<file path="src/rtl/proc_pkg.sv">
// Shared constants and types for the instruction fetch path.
package proc_pkg;

  localparam logic [31:0] RESET_PC    = 32'h0000_0000;
  localparam logic [31:0] PC_STEP     = 32'd4;
  localparam int          FETCH_DEPTH = 2;
  localparam logic [31:0] NOP_INSTR   = 32'hE1A0_0000;

  typedef enum logic {IDLE, RUN} fetch_state_t;

  // Word-align a byte address.
  function automatic logic [31:0] align_pc(input logic [31:0] addr);
    return {addr[31:2], 2'b00};
  endfunction

endpackage

</file>
<file path="src/rtl/fetch_fifo.sv">
// Small register-based FIFO with flush; the head entry is always visible on rdata.
module fetch_fifo #(
  parameter int WIDTH = 64,
  parameter int DEPTH = 2,
  localparam int CW = $clog2(DEPTH + 1),
  localparam int PW = (DEPTH > 1) ? $clog2(DEPTH) : 1
) (
  input  logic             clk,
  input  logic             rst_n,
  input  logic             push,
  input  logic             pop,
  input  logic             flush,
  input  logic [WIDTH-1:0] wdata,
  output logic [WIDTH-1:0] rdata,
  output logic [CW-1:0]    count,
  output logic             full,
  output logic             empty
);

  logic [WIDTH-1:0] mem_reg [DEPTH];
  logic [PW-1:0]    rd_ptr_reg;
  logic [PW-1:0]    wr_ptr_reg;
  logic [CW-1:0]    count_reg;
  logic             do_push;
  logic             do_pop;

  function automatic logic [PW-1:0] ptr_inc(input logic [PW-1:0] p);
    return (p == PW'(DEPTH - 1)) ? '0 : p + 1'b1;
  endfunction

  assign full    = (count_reg == CW'(DEPTH));
  assign empty   = (count_reg == '0);
  assign count   = count_reg;
  assign rdata   = mem_reg[rd_ptr_reg];
  assign do_pop  = pop && !empty;
  // A full FIFO can still accept a write when the head leaves in the same cycle.
  assign do_push = push && (!full || do_pop);

  always_ff @(posedge clk or negedge rst_n) begin
    if (!rst_n) begin
      for (int i = 0; i < DEPTH; i++) mem_reg[i] <= '0;
      rd_ptr_reg <= '0;
      wr_ptr_reg <= '0;
      count_reg  <= '0;
    end else if (flush) begin
      rd_ptr_reg <= '0;
      wr_ptr_reg <= '0;
      count_reg  <= '0;
    end else begin
      if (do_push) begin
        mem_reg[wr_ptr_reg] <= wdata;
        wr_ptr_reg          <= ptr_inc(wr_ptr_reg);
      end
      if (do_pop) rd_ptr_reg <= ptr_inc(rd_ptr_reg);
      case ({do_push, do_pop})
        2'b10:   count_reg <= count_reg + CW'(1);
        2'b01:   count_reg <= count_reg - CW'(1);
        default: count_reg <= count_reg;
      endcase
    end
  end

endmodule

</file>
<file path="src/rtl/fetch_unit.sv">
// Instruction fetch: PC sequencing, IDLE/RUN control and a 2-deep buffer toward decode.
module fetch_unit
  import proc_pkg::*;
(
  input  logic        clk,
  input  logic        rst_n,
  input  logic        fetch_en,
  output logic [31:0] imem_addr,
  input  logic [31:0] imem_rdata,
  input  logic        redirect_valid,
  input  logic [31:0] redirect_pc,
  output logic        instr_valid,
  input  logic        instr_ready,
  output logic [31:0] instr,
  output logic [31:0] instr_pc
);

  localparam int CW = $clog2(FETCH_DEPTH + 1);

  fetch_state_t state_reg, state_next;
  logic [31:0]  pc_reg, pc_next;
  logic         push, pop, flush;
  logic [CW-1:0] fifo_count;
  logic         fifo_full, fifo_empty;
  logic [63:0]  fifo_rdata;

  always_ff @(posedge clk or negedge rst_n) begin
    if (!rst_n) begin
      state_reg <= IDLE;
      pc_reg    <= RESET_PC;
    end else begin
      state_reg <= state_next;
      pc_reg    <= pc_next;
    end
  end

  always_comb begin
    state_next = state_reg;
    case (state_reg)
      IDLE:    if (fetch_en)  state_next = RUN;
      RUN:     if (!fetch_en) state_next = IDLE;
      default: state_next = IDLE;
    endcase
  end

  // Redirect wins over everything: flush the buffer and refetch from the target.
  always_comb begin
    pop     = instr_valid && instr_ready;
    flush   = redirect_valid;
    push    = (state_reg == RUN) && !redirect_valid && (!fifo_full || pop);
    pc_next = pc_reg;
    if (redirect_valid)  pc_next = align_pc(redirect_pc);
    else if (push)       pc_next = pc_reg + PC_STEP;
  end

  fetch_fifo #(
    .WIDTH(64),
    .DEPTH(FETCH_DEPTH)
  ) u_fifo (
    .clk   (clk),
    .rst_n (rst_n),
    .push  (push),
    .pop   (pop),
    .flush (flush),
    .wdata ({imem_rdata, pc_reg}),
    .rdata (fifo_rdata),
    .count (fifo_count),
    .full  (fifo_full),
    .empty (fifo_empty)
  );

  assign imem_addr   = pc_reg;
  assign instr_valid = (fifo_count != '0) && !fifo_empty;
  assign instr       = fifo_rdata[63:32];
  assign instr_pc    = fifo_rdata[31:0];

endmodule

</file>
<file path="config.mk">
export PLATFORM = sky130hd
export DESIGN_NAME = fetch_unit
export DESIGN_NICKNAME = d
export VERILOG_FILES = /design/src/rtl/proc_pkg.sv /design/src/rtl/fetch_fifo.sv /design/src/rtl/fetch_unit.sv
export SDC_FILE = /design/constraint.sdc
export NUM_CORES = 1
export LEC_CHECK = 0
export CAP_MARGIN = 10
export CORE_AREA = 4 4 123 125
export CTS_CLUSTER_SIZE = 40
export DETAILED_ROUTE_END_ITERATION = 10
export DIE_AREA = 0 0 127 129
export PLACE_DENSITY = 0.84
export SLEW_MARGIN = 30
export SYNTH_ARGS = -nofsm -noshare
export SYNTH_HDL_FRONTEND = slang
export SYNTH_SLANG_ARGS = --single-unit
</file>
<file path="constraint.sdc">
create_clock -name clk -period 4.95 [get_ports clk]
set_clock_uncertainty 0.15 [all_clocks]
set_input_delay 1.2375 -clock clk [delete_from_list [all_inputs] [get_ports clk]]
set_output_delay 1.2375 -clock clk [all_outputs]
set_load 0.005 [all_outputs]
</file>
==> results of run 1 <==
Yosys cell counts, types with 3 or more instances:
| cell | n |
|---|---|
| nor4_1 | 6 |
| xor2_1 | 8 |
| a22oi_1 | 5 |
| a21oi_1 | 3 |
| o311a_1 | 3 |
| buf_2 | 14 |
| nand3_1 | 20 |
| nand4_1 | 11 |
| nor2b_1 | 4 |
| or3_1 | 5 |
| xnor2_1 | 4 |
| buf_1 | 7 |
| nand2_1 | 27 |
| mux2_1 | 3 |
| buf_4 | 7 |
| and3_1 | 4 |
| or4_1 | 5 |
| nor2_1 | 21 |
| o31ai_1 | 4 |
| o21ai_0 | 22 |
| inv_1 | 5 |
| nand4bb_1 | 3 |
| mux2_2 | 179 |
| nor3_1 | 11 |
| a221o_1 | 3 |
| dfrtp_1 | 159 |
| clkbuf_1 | 11 |
| or3b_1 | 3 |
| a31oi_1 | 9 |
| o41ai_1 | 3 |
critical path: stages, from the launching register on:
cell	delay, ns
dfrtp_2	0.82
buf_12	0.33
mux2_2	0.39
clkdlybuf4s50_1	0.47
kinds of logic after synthesis:
logic type               Yosys count
buffers and inverters             47
multiplexers                     184
AND/OR/NAND/NOR                  138
AO/OA/AOI/OAI                     56
other                              1
adder cells (fa/ha/maj)            1
XOR/XNOR                          12
flip-flops                       159
worst max-delay path by stage:
stage	slack, ns	from	endpoint
floorplan	2.12	instr_ready	u_fifo.mem_reg[60]
global placement	1.30	instr_ready	u_fifo.mem_reg[82]
detailed placement	1.27	instr_ready	u_fifo.mem_reg[70]
CTS	1.09	u_fifo.rd_ptr_reg	instr_pc[26]
global route	1.04	u_fifo.rd_ptr_reg	instr[0]
finish	1.11	u_fifo.rd_ptr_reg	instr_pc[26]
per-stage QoR:
stage               util, %  instances  total power, µW
finish                 71.3        940             4320
global route           71.3        940             4540
CTS                    71.2        940             4360
detailed placement     66.6        908             2920
global placement       66.6        908             2850
floorplan                 -        601             2340
final cells by class:
class / count / area (µm²) / area share (%)
timing repair buffer: 168 / 1670 / 16.9
clock inverter: 14 / 213 / 2.15
sequential: 159 / 3980 / 40.2
multi-input combinational: 395 / 3360 / 33.9
tap: 180 / 225 / 2.28
inverter: 6 / 22.5 / 0.228
clock buffer: 18 / 429 / 4.34
power by group:
| part | switching [µW] | internal (µW) | leakage (µW) |
|---|---|---|---|
| clock | 531 | 894 | 0.000303 |
| combinational | 351 | 714 | 0.00179 |
| sequential | 211 | 1620 | 0.00188 |
| total | 1090 | 3230 | 0.00398 |
metal layers:
metal  part of all wire [%]  up-vias
li1                       -     2481
met1                     42     2773
met2                     49      243
met3                    6.8       39
met4                    1.9        0
met5                      0        -
==> summary.md, run 1 <==
| Metric | Value |
|---|---|
| Drt first pass iters | 5 |
| Post-CTS Resized | 0 |
| Pleak | 0.00398 µW |
| GR Layer Usage met3 | ~6.5% |
| Worst Tran Pin Value | between 0.8 and 0.9 ns |
| Area leader, netlist | dfrtp_1 |
| # setup viols final | 0 |
| Layout fillers | ~950 |
| Final Cycle Share | roughly 78% |
| Post-DP HPWL | 12.5 mm |
| Met1 usage in global routing | 30.0% |
| Total number of vias | between 5k and 6k |
| Max-slew headroom | about two fifths |
| CTS Sinks | approximately 160 |
| Most common cell after layout, fill and taps aside | mux2_2 |
| Synth top area share | between 50% and 60% |
| Setup TNS Final | 0 ns |
| Xor-xnor portion of the synthesized cell area | 1.39% |
| Kind of critical path | reg -> out |
| Die W | approximately 130 µm |
| Synth cell types | 52 |
| Seq/Total Area, Yosys | between 50% and 60% |
| DR WL/cell | just under 20 µm |
| Mux cell area share after synthesis | ~27% |
| Post-Synth Simple-Gate Area | about a tenth |
| Total global-route track usage | 23.1% |
| R2R depth | 4 |
| Post-Synth Adder-Cell Area | less than 1% |
| Maximum Capacitance Violations | 0 |
| Busiest grt layer | met2 |
| Setup WS pre-CTS | ~1.3 ns |
| Synth Area per Inst | between 10 and 15 µm² |
| Largest register FFs | between 100 and 150 |
| Vias in the first global route | a little under 6k |
| GPL Wtd Cong | 0.881 |
| Top FF cell, synth | dfrtp_1 |
| WHS Endpoint | u_fifo.mem_reg[29] |
| RSZ-0062 raised after global routing | no |
| Residual DRC count | 0 |
| Hold WS | about 0.33 ns |
| Worst path arrival time | 2.45 ns |
| CTS tree | yes |
| Critical R2R Launch | imem_addr[14] |
| Fin area | roughly 9900 µm² |
| Hold-fix buffers at CTS | 0 |
| First DRT Iteration DRCs | between 400 and 500 |
| Largest net degree at the start of global routing | roughly 100 |
| Synth Area in Compound Gates | roughly 5% |
| CTS max path bufs | 2 |
| Clk slew on worst S/H paths | about 0.06 ns |
| Worst r2r dst | imem_addr[29] |
| Crit end category | output pin |
| Grt total ovfl | 0 |
| Register bit count reported by yosys | approximately 160 |
| CP Max Fanout | 39 |
| Root Driver | clkbuf_16 |
| HP Class | reg -> reg |
| Initial Utilization | ~54% |
| Ranking of synthesized cells by area | dfrtp_1, mux2_2, o21ai_0 |
| Vias per Instance | approximately 5.9 |
| Mapped Cells | between 500 and 600 |
| ANT cells | 0 |
| Area of the die | around 16000 µm² |
| Min cycle time layout | ~3.8 ns |
| Hold path start | u_fifo.mem_reg[29] |
| Clk_lat worst skew | roughly 0.43 ns |
| IO Pins | between 150 and 200 |
| Pwr Density | between 400 and 500 nW/µm² |
| Final worst slack | approximately 1.1 ns |
| CTS HTree Levels | 4 |
| Slew Viols, Final | 0 |
| Maximum clock rate | 260 MHz |
| GR Util met2 | a little under two fifths |
| Post-CTS Repair Setup Buffers | 0 |
| Area grow syn2layout | 31.2% |
| Number of flops mapped to enable cells by yosys | 0 |
| Core area | ~14000 µm² |
| Cell area after synthesis | around 7500 µm² |
| Port Buffers | 159 |
| First-pass GRT wire length | 30.0 mm |
| Post-synth ARST share | between 90% and 100% |
| Share of cells above drive strength 1 | 30.5% |
| DRT Wirelength | between 15 and 20 mm |
| Syn. warnings | 0 |
| CTS Buf Count | 17 |
| Post-DP Area | 9250 µm² |
| Num rows | 43 |
| FF-to-FF setup slack | approximately 2.6 ns |
| Commonest cells after routing, fill and taps aside | mux2_2, dfrtp_1, clkdlybuf4s50_1, nand2_1, o21ai_0 |
| Worst VDD drop | approximately 0.23 mV |
| Post-layout nets | ~820 |
| Worst hold stages | 2 |
| Initial antenna violation count | 0 |
| Main combinational cell family by area after synthesis | multiplexers |
| Fin. Hold Viols | 0 |
| Die height | roughly 130 µm |
| Critical Path RT | between 3 and 4 ns |
| Status | complete, no violations |
| Number of antenna-violating nets in the routed design | 0 |
| Setup crit start kind | flop |
No activity file was read; power rests on OpenSTA's default activity.
==> run 2: changes to the inputs <==
--- a/config.mk
+++ b/config.mk
@@ -6,11 +6,11 @@
 export NUM_CORES = 1
 export LEC_CHECK = 0
 export CAP_MARGIN = 10
-export CORE_AREA = 4 4 123 125
+export CORE_AREA = 4 4 134 136
 export CTS_CLUSTER_SIZE = 40
 export DETAILED_ROUTE_END_ITERATION = 10
-export DIE_AREA = 0 0 127 129
-export PLACE_DENSITY = 0.84
+export DIE_AREA = 0 0 138 140
+export PLACE_DENSITY = 0.75
 export SLEW_MARGIN = 30
 export SYNTH_ARGS = -nofsm -noshare
 export SYNTH_HDL_FRONTEND = slang
==> constraint.sdc (replaced) <==
create_clock -name clk -period 3.2 [get_ports clk]
set_clock_uncertainty 0.15 [all_clocks]
set_input_delay 0.8 -clock clk [delete_from_list [all_inputs] [get_ports clk]]
set_output_delay 0.8 -clock clk [all_outputs]
set_load 0.005 [all_outputs]
==> summary.md, run 2 (synthesis results as in run 1) <==
| Metric | Value |
|---|---|
| Status | complete, no violations (unchanged) |
| Slowest CP cell | clkdlybuf4s50_1 (was dfrtp_2) |
| Register share of total power | 42.8% (was 42.4%) |
| Total global-route track usage | 19.2% (was 23.1%) |
| CTS HTree Levels | 4 (unchanged) |
| IO Pins | 166 (unchanged) |
| Clk_lat worst skew | 0.42 ns (was 0.43 ns) |
| Largest net degree at the start of global routing | 69 (was 98) |
| DRT Wirelength | 18.3 mm (was 18.5 mm) |
| Worst VDD drop | 0.374 mV (was 0.233 mV) |
| Initial Utilization | 44.5% (was 54.3%) |
| Pleak | 0.00403 µW (was 0.00398 µW) |
| Post-DP Area | 9420 µm² (was 9250 µm²) |
| Pwr Density | 655 nW/µm² (was 437 nW/µm²) |
| Vias per Instance | 5.49 (was 5.89) |
| Grt total ovfl | 0 (unchanged) |
| CP max stage delay | 0.48 ns (was 0.82 ns) |
| Post-CTS Resized | 0 (unchanged) |
| Share of cells above drive strength 1 | 31.0% (was 30.5%) |
| Setup TNS Final | 0 ns (unchanged) |
| Crit end category | output pin (unchanged) |
| CTS max path bufs | 2 (unchanged) |
| First-pass GRT wire length | 30.1 mm (was 30.0 mm) |
| Top Family by Delay on Critical Path | buffers and inverters (was flip-flops) |
| CTS Buf Count | 17 (unchanged) |
| Setup crit start kind | flop (unchanged) |
| CTS Sinks | 159 (unchanged) |
| Most common cell after layout, fill and taps aside | mux2_2 (unchanged) |
| Worst r2r dst | imem_addr[15] (was imem_addr[29]) |
| Kind of critical path | reg -> out (unchanged) |
| Maximum clock rate | 336 MHz |
| Combinational Power Share | 25.4% (was 24.6%) |
| Fin. Hold Viols | 0 (unchanged) |
| Clk pwr share | 31.8% (was 33.0%) |
| Post-DP HPWL | 12.7 mm (was 12.5 mm) |
| Port Buffers | 159 (unchanged) |
| Num rows | 48 (was 43) |
| Die W | 138 µm (was 127 µm) |
| GPL Wtd Cong | 0.905 (was 0.881) |
| Commonest cells after routing, fill and taps aside | mux2_2, dfrtp_1, clkdlybuf4s50_1, nand2_1, o21ai_0 (unchanged) |
| Area of the die | 19300 µm² (was 16400 µm²) |
| Vias in the first global route | 5751 (was 5931) |
| Residual DRC count | 0 (unchanged) |
| CP Max Fanout | 24 (was 39) |
| Critical Path RT | 2.25 ns (was 3.56 ns) |
| Final Cycle Share | between 90 and 100% |
| HP Class | in -> async (was reg -> reg) |
| Area grow syn2layout | 33.0% (was 31.2%) |
| R2R depth | 4 (unchanged) |
| Hold-fix buffers at CTS | 0 (unchanged) |
| Critical R2R Launch | imem_addr[5] (was imem_addr[14]) |
| Slew Viols, Final | 0 (unchanged) |
| Clk slew on worst S/H paths | 0.06 ns (about the same) |
| Drt first pass iters | 4 (was 5) |
| Max-slew headroom | 57.6% (was 40.5%) |
| Number of antenna-violating nets in the routed design | 0 (unchanged) |
| Total chip power | 6570 µW (was 4320 µW) |
| ANT cells | 0 (unchanged) |
| Maximum Capacitance Violations | 0 (unchanged) |
| Core area | 16900 µm² (was 13900 µm²) |
| Switching share of power | 25.4% (was 25.3%) |
| Die height | 140 µm (was 129 µm) |
| FF-to-FF setup slack | 0.84 ns (was 2.57 ns) |
| Initial antenna violation count | 0 (unchanged) |
| Post-layout nets | 824 (was 817) |
| Worst Tran Pin Value | 0.636 ns (was 0.885 ns) |
| Total number of vias | 5446 (was 5536) |
| Critical-path cell list | buf_4, mux2_2, clkdlybuf4s50_1 (was buf_12, mux2_2, clkdlybuf4s50_1) |
| Post-CTS Repair Setup Buffers | 0 (unchanged) |
| Int Power | 4900 µW (was 3230 µW) |
| Worst path arrival time | 2.03 ns (was 2.45 ns) |
| # setup viols final | 0 (unchanged) |
| Critical path buffers and inverters | 2 (unchanged) |
| Root Driver | clkbuf_16 (unchanged) |
| Fin area | 10000 µm² (was 9900 µm²) |
| Min cycle time layout | about 3 ns |
| Largest register FFs | 124 (unchanged) |
| Switching power | 1670 µW (was 1090 µW) |
| RSZ-0062 raised after global routing | no (unchanged) |
| First DRT Iteration DRCs | 339 (was 406) |
| CTS tree | yes (unchanged) |
| DR WL/cell | 18.4 µm (was 19.7 µm) |
[run 2: power by group through the flow]
| stage | sequential, µW | clock, µW | combinational (µW) |
|---|---|---|---|
| 6_report | 2810 | 2090 | 1670 |
| 5_1_grt | 2880 | 2210 | 1810 |
| 4_1_cts | 2820 | 2130 | 1700 |
| 3_5_place_dp | 2850 | 0 | 1680 |
| 3_3_place_gp | 2800 | 0 | 1640 |
| 2_1_floorplan | 2740 | 0 | 884 |
[run 2: metal layers]
| metal | part of all wire, % | track usage (%) |
|---|---|---|
| met3 | 6.3 | 4.71 |
| met2 | 48 | 31.0 |
| met1 | 44 | 25.5 |
| met4 | 1.8 | 6.55 |
| met5 | 0 | 0 |
[run 2: worst max-delay path by stage]
stage / start / end / slack, ns / cells past startpoint
2_1_floorplan: instr_ready / u_fifo.mem_reg[60] / 0.81 / 6
3_3_place_gp: instr_ready / u_fifo.mem_reg[70] / 0.27 / 6
3_5_place_dp: instr_ready / u_fifo.mem_reg[39] / 0.24 / 5
4_1_cts: u_fifo.rd_ptr_reg / instr_pc[30] / 0.20 / 3
5_1_grt: u_fifo.rd_ptr_reg / instr_pc[31] / 0.16 / 3
6_report: u_fifo.rd_ptr_reg / instr_pc[30] / 0.22 / 3
[run 2: stage by stage]
| stage | worst slack [ns] | std cells | hold slack (ns) | utilization [%] |
|---|---|---|---|---|
| floorplan | 0.806 | 601 | 0.294 | - |
| global placement | 0.269 | 960 | 0.312 | 55.6 |
| detailed placement | 0.240 | 960 | 0.321 | 55.6 |
| CTS | 0.200 | 992 | 0.243 | 59.2 |
| global route | 0.157 | 992 | 0.271 | 59.2 |
| finish | 0.221 | 992 | 0.230 | 59.2 |
[run 2: final cells by class]
| type | instances | area, µm² |
|---|---|---|
| Sequential cell | 159 | 3980 |
| Clock inverter | 12 | 158 |
| Fill cell | 1361 | 6900 |
| Clock buffer | 20 | 457 |
| Timing Repair Buffer | 175 | 1780 |
| Inverter | 6 | 22.5 |
| Multi-Input combinational cell | 395 | 3350 |
| Tap cell | 225 | 282 |
==> run 3: changes to the inputs <==
--- a/config.mk
+++ b/config.mk
@@ -6,12 +6,13 @@
 export NUM_CORES = 1
 export LEC_CHECK = 0
 export CAP_MARGIN = 10
-export CORE_AREA = 4 4 134 136
+export CORE_AREA = 2 2 132 134
 export CTS_CLUSTER_SIZE = 40
 export DETAILED_ROUTE_END_ITERATION = 10
-export DIE_AREA = 0 0 138 140
+export DIE_AREA = 0 0 134 136
 export PLACE_DENSITY = 0.75
 export SLEW_MARGIN = 30
 export SYNTH_ARGS = -nofsm -noshare
 export SYNTH_HDL_FRONTEND = slang
 export SYNTH_SLANG_ARGS = --single-unit
+export TNS_END_PERCENT = 100
==> summary.md, run 3 (synthesis results as in run 1) <==
| Metric | Value |
|---|---|
| RSZ-0062 raised after global routing | no (unchanged) |
| Crit end category | output pin (unchanged) |
| Die W | 134 µm (was 138 µm) |
| Critical-path cell list | buf_4, mux2_2, clkdlybuf4s50_1 (unchanged) |
| Critical Path RT | 2.25 ns (about the same) |
| Port Buffers | 159 (unchanged) |
| CP Max Fanout | 26 (was 24) |
| Hold-fix buffers at CTS | 0 (unchanged) |
| Vias per Instance | 5.59 (was 5.49) |
| Post-DP HPWL | 12.8 mm (was 12.7 mm) |
| First-pass GRT wire length | 29.9 mm (was 30.1 mm) |
| Root Driver | clkbuf_16 (unchanged) |
| Commonest cells after routing, fill and taps aside | mux2_2, dfrtp_1, clkdlybuf4s50_1, nand2_1, o21ai_0 (unchanged) |
| Pwr Density | 652 nW/µm² (was 655 nW/µm²) |
| Post-layout nets | 824 (unchanged) |
| Num rows | 48 (unchanged) |
| DR WL/cell | 18.8 µm (was 18.4 µm) |
| First DRT Iteration DRCs | 335 (was 339) |
| Clk slew on worst S/H paths | 0.06 ns (about the same) |
| Final Cycle Share | 93.7% (was 93.1%) |
| Post-CTS Repair Setup Buffers | 0 (unchanged) |
| Fin. Hold Viols | 0 (unchanged) |
| Post-CTS Resized | 0 (unchanged) |
| Slew Viols, Final | 0 (unchanged) |
| Share of cells above drive strength 1 | 31.1% (was 31.0%) |
| Maximum clock rate | 333 MHz (was 336 MHz) |
| Pleak | 0.00403 µW (about the same) |
| Area of the die | 18200 µm² (was 19300 µm²) |
| Core area | 16900 µm² (about the same) |
| Critical path origin | u_fifo.rd_ptr_reg (unchanged) |
| CTS max path bufs | 2 (unchanged) |
| Maximum Capacitance Violations | 0 (unchanged) |
| Area of the multi-input gates | 3350 µm² (unchanged) |
| Setup crit start kind | flop (unchanged) |
| Number of antenna-violating nets in the routed design | 0 (unchanged) |
| CTS tree | yes (unchanged) |
| Total number of vias | 5540 (was 5446) |
| Total chip power | 6530 µW (was 6570 µW) |
| Vias in the first global route | 5772 (was 5751) |
| Initial Utilization | 44.7% (was 44.5%) |
| Min cycle time layout | 3.00 ns (was 2.98 ns) |
| CTS HTree Levels | 4 (unchanged) |
| CTS Sinks | 159 (unchanged) |
| Layout fillers | 1328 (was 1361) |
| FF-to-FF setup slack | 0.86 ns (was 0.84 ns) |
| Kind of critical path | reg -> out (unchanged) |
| ANT cells | 0 (unchanged) |
| GPL Wtd Cong | 0.850 (was 0.905) |
| Clk_lat worst skew | 0.42 ns (about the same) |
| Slowest CP cell | clkdlybuf4s50_1 (unchanged) |
| Die height | 136 µm (was 140 µm) |
| HP Class | in -> async (unchanged) |
| DRT Wirelength | 18.6 mm (was 18.3 mm) |
| Residual DRC count | 0 (unchanged) |
| Fin util | 59.4% (was 59.2%) |
| Largest register FFs | 124 (unchanged) |
| Critical R2R Launch | state_reg (was imem_addr[5]) |
| Final worst slack | 0.201 ns (was 0.221 ns) |
| Area grow syn2layout | 32.8% (was 33.0%) |
| # setup viols final | 0 (unchanged) |
| IO Pins | 166 (unchanged) |
| Register area | 3980 µm² (unchanged) |
| Total global-route track usage | 21.0% (was 19.2%) |
| CP max stage delay | 0.45 ns (was 0.48 ns) |
| Initial antenna violation count | 1 (was 0) |
| Worst VDD drop | 0.389 mV (was 0.374 mV) |
| Worst Tran Pin Value | 0.579 ns (was 0.636 ns) |
| Status | complete, no violations (unchanged) |
| Worst path arrival time | 2.05 ns (was 2.03 ns) |
| Hold WS | 0.195 ns (was 0.230 ns) |
| Max-slew headroom | 61.1% (was 57.6%) |
| Setup WS pre-CTS | 0.292 ns (was 0.240 ns) |
| Drt first pass iters | 5 (was 4) |
| Setup TNS Final | 0 ns (unchanged) |
| Grt total ovfl | 0 (unchanged) |
| CTS Buf Count | 17 (unchanged) |
| Largest net degree at the start of global routing | 61 (was 69) |
| Most common cell after layout, fill and taps aside | mux2_2 (unchanged) |
[run 3: cell count changes in the layout (fill, tap and decap cells not counted), sizes merged]
cell | previous run | this run
clkinv | 4 | 6
bufinv | 3 | 2
clkinvlp | 3 | 2
inv | 8 | 7
[run 3: final timing paths]
path | to | cells past startpoint
worst max-delay path | instr_pc[12] | 3
worst min-delay path | u_fifo.mem_reg[45] | 1
worst max register to register | imem_addr[29] | 4
worst min register to register | u_fifo.mem_reg[29] | 2
max in group asynchronous | u_fifo.mem_reg[83] | 2
min in group clk | u_fifo.mem_reg[29] | 2
[run 3: cell type report]
cell class | count | share of cell area [%]
Timing Repair Buffer | 175 | 17.8
Clock inverter | 11 | 1.31
Sequential cell | 159 | 39.7
Tap cell | 225 | 2.81
Multi-Input combinational cell | 395 | 33.5
Inverter | 6 | 0.225
Clock buffer | 20 | 4.66
[run 3: worst max-delay path, delay by kind of cell (launching register included)]
kind	cells	cell delay, ns
muxes	1	0.40
DFF	1	0.38
buffers and inverters	2	0.83
[run 3: stage by stage]
stage          area (µm²)  instances
5_1_grt             10000        991
2_1_floorplan        7550        601
3_5_place_dp         9420        960
4_1_cts             10000        991
6_report            10000        991
3_3_place_gp         9420        960
[run 3: routing by layer]
layer | track usage [%] | vias up | part of all wire, %
met1 | 26.7 | 2797 | 44
met5 | 0 | - | 0.038
met4 | 6.80 | 2 | 1.7
li1 | - | 2500 | -
met2 | 35.4 | 213 | 48
met3 | 5.11 | 28 | 6.5
[run 3: report_power, final]
| group | leakage [µW] | switching [µW] | internal [µW] |
|---|---|---|---|
| logic | 0.00185 | 554 | 1120 |
| registers | 0.00188 | 313 | 2510 |
| clock network | 0.000290 | 825 | 1210 |
==> variant: new RTL, flow settings as in run 2 <==
Reset style: synchronous (`rst_n`), changed in 2 clocked blocks.
--- a/src/rtl/fetch_fifo.sv
+++ b/src/rtl/fetch_fifo.sv
@@ -36,7 +36,7 @@
   // A full FIFO can still accept a write when the head leaves in the same cycle.
   assign do_push = push && (!full || do_pop);
 
-  always_ff @(posedge clk or negedge rst_n) begin
+  always_ff @(posedge clk) begin
     if (!rst_n) begin
       for (int i = 0; i < DEPTH; i++) mem_reg[i] <= '0;
       rd_ptr_reg <= '0;
--- a/src/rtl/fetch_unit.sv
+++ b/src/rtl/fetch_unit.sv
@@ -24,7 +24,7 @@
   logic         fifo_full, fifo_empty;
   logic [63:0]  fifo_rdata;
 
-  always_ff @(posedge clk or negedge rst_n) begin
+  always_ff @(posedge clk) begin
     if (!rst_n) begin
       state_reg <= IDLE;
       pc_reg    <= RESET_PC;
Check against the original RTL: differs if rst_n is asserted again (counterexample within 4 cycles, from zero or initial values and one cycle with rst_n low); with rst_n held inactive, the same outputs for 4 cycles.
==> variant against run 2 <==
  * Sequential cell count increased by 1
  * Area after synthesis up 1.2%
  * Worst hold slack gained 0.14 ns
  * Die area stayed put
  * Non-clock buffer count rose by 1
  * Worst setup slack better by 0.080 ns
  * Design area down 0.35%
  * Wire length increased by 5.1%
  * Critical path depth unchanged
  * Critical endpoint is now instr_pc[21]
Power is not compared: it rests on default switching activity, and its combinational part moved more than twofold at a synthesized area within 25%.
==> variant: results (changes against run 2) <==
DP Worst Slack - 0.339 ns (was 0.240 ns)
Synth async-reset ratio - 0 (was 1.00)
Fin cells - 1,010 (was 992)
Reg2reg setup slack - 0.79 ns (was 0.84 ns)
Area contributors post-synth - edfxtp_1 49%, and3_1 10%, dfxtp_1 9.4% (was dfrtp_1 53%, mux2_2 27%, o21ai_0 1.5%)
Design Area, Final - 10000 um2 (was 10,000 um2)
Filler instances - 1,346 (was 1,361)
Leading cell types by count after synthesis - 126 x and3_1, 124 x edfxtp_1, 62 x mux2_2, 50 x clkbuf_1, 36 x dfxtp_1 (was 179 x mux2_2, 159 x dfrtp_1, 27 x nand2_1, 22 x o21ai_0, 21 x nor2_1)
GP Congestion - 0.854 (was 0.905)
Met2 usage - 0.339 (was 0.310)
Share of cells above drive strength 1 - 0.143 (was 0.310)
Outcome - completed (unchanged)
Number of synthesized flops with an enable pin - 124 (was 0)
HP Class - reg -> reg (was in -> async)
Mux cell area share after synthesis - 0.0915 (was 0.274)
Drt total wl - 19,200 um (was 18,300 um)
DP HPWL - 12,300 um (was 12,700 um)
Xor-xnor portion of the synthesized cell area - 0.0103 (was 0.0139)
Largest net degree at the start of global routing - 121 (was 69)
Worst Hold Margin - 0.366 ns (was 0.230 ns)
Met1 Usage GRT - 0.242 (was 0.255)
Slew margin rel. - 0.465 (was 0.576)
First-pass GRT wire length - 30,300 um (was 30,100 um)
Global routing usage on met3 - 0.0386 (was 0.0471)
Dominant synthesized flop cell - edfxtp_1 (was dfrtp_1)
Unique masters post-synth - 49 (was 52)
==> variant: cell types whose count changed in the layout (fill, tap and decap cells not counted), sizes merged, moves of 6 or more <==
cell           run 2  this run
a211oi             1         7
and2               0         6
and3               4       126
dfrtp            159         0
dfxtp              0        36
edfxtp             0       124
mux2             182        62
nand2             29        19
nor4               7        13
o21ai             22        32
o41a               0         6
==> variant: cell type report <==
| cell class | instances | share of cell area |
|---|---|---|
| clock buffers | 21 | 0.0440 |
| clock inverters | 9 | 0.0118 |
| inverters | 5 | 0.00188 |
| multi-input cells | 414 | 0.292 |
| flip-flops and latches | 160 | 0.445 |
| well taps | 225 | 0.0282 |
| repair buffers | 176 | 0.177 |
==> variant: how the worst max path moves through the flow <==
stage / from / to / slack [ns] / cells past startpoint
floorplan: redirect_valid / u_fifo.mem_reg[1][10] / -0.48 / 5
global placement: instr_ready / u_fifo.count[1] / 0.35 / 6
detailed placement: instr_ready / u_fifo.count[1] / 0.34 / 6
CTS: register / instr_pc[25] / 0.27 / 3
global route: register / instr_pc[21] / 0.22 / 3
finish: register / instr_pc[21] / 0.30 / 3
==> variant: power groups by stage <==
stage	Sequential, W	Combinational [W]	Clock [W]
after floorplan	0.00243	0.000208	0
after global placement	0.00245	0.000479	0
after detailed placement	0.00246	0.000488	0
after CTS	0.00242	0.000491	0.00197
after global routing	0.00243	0.000526	0.00206
final	0.00242	0.000486	0.00195
==> variant: critical path, cell delays in order, from the launching register on <==
cell             delay [ns]
dfxtp_2                0.34
buf_12                 0.31
mux2_2                 0.39
clkdlybuf4s50_1        0.48
==> variant: per-layer routing <==
| metal | part of all wire | vias to the layer above |
|---|---|---|
| li1 | - | 2719 |
| met1 | 0.43 | 2787 |
| met2 | 0.50 | 217 |
| met3 | 0.053 | 27 |
| met4 | 0.016 | 0 |
| met5 | 0 | - |
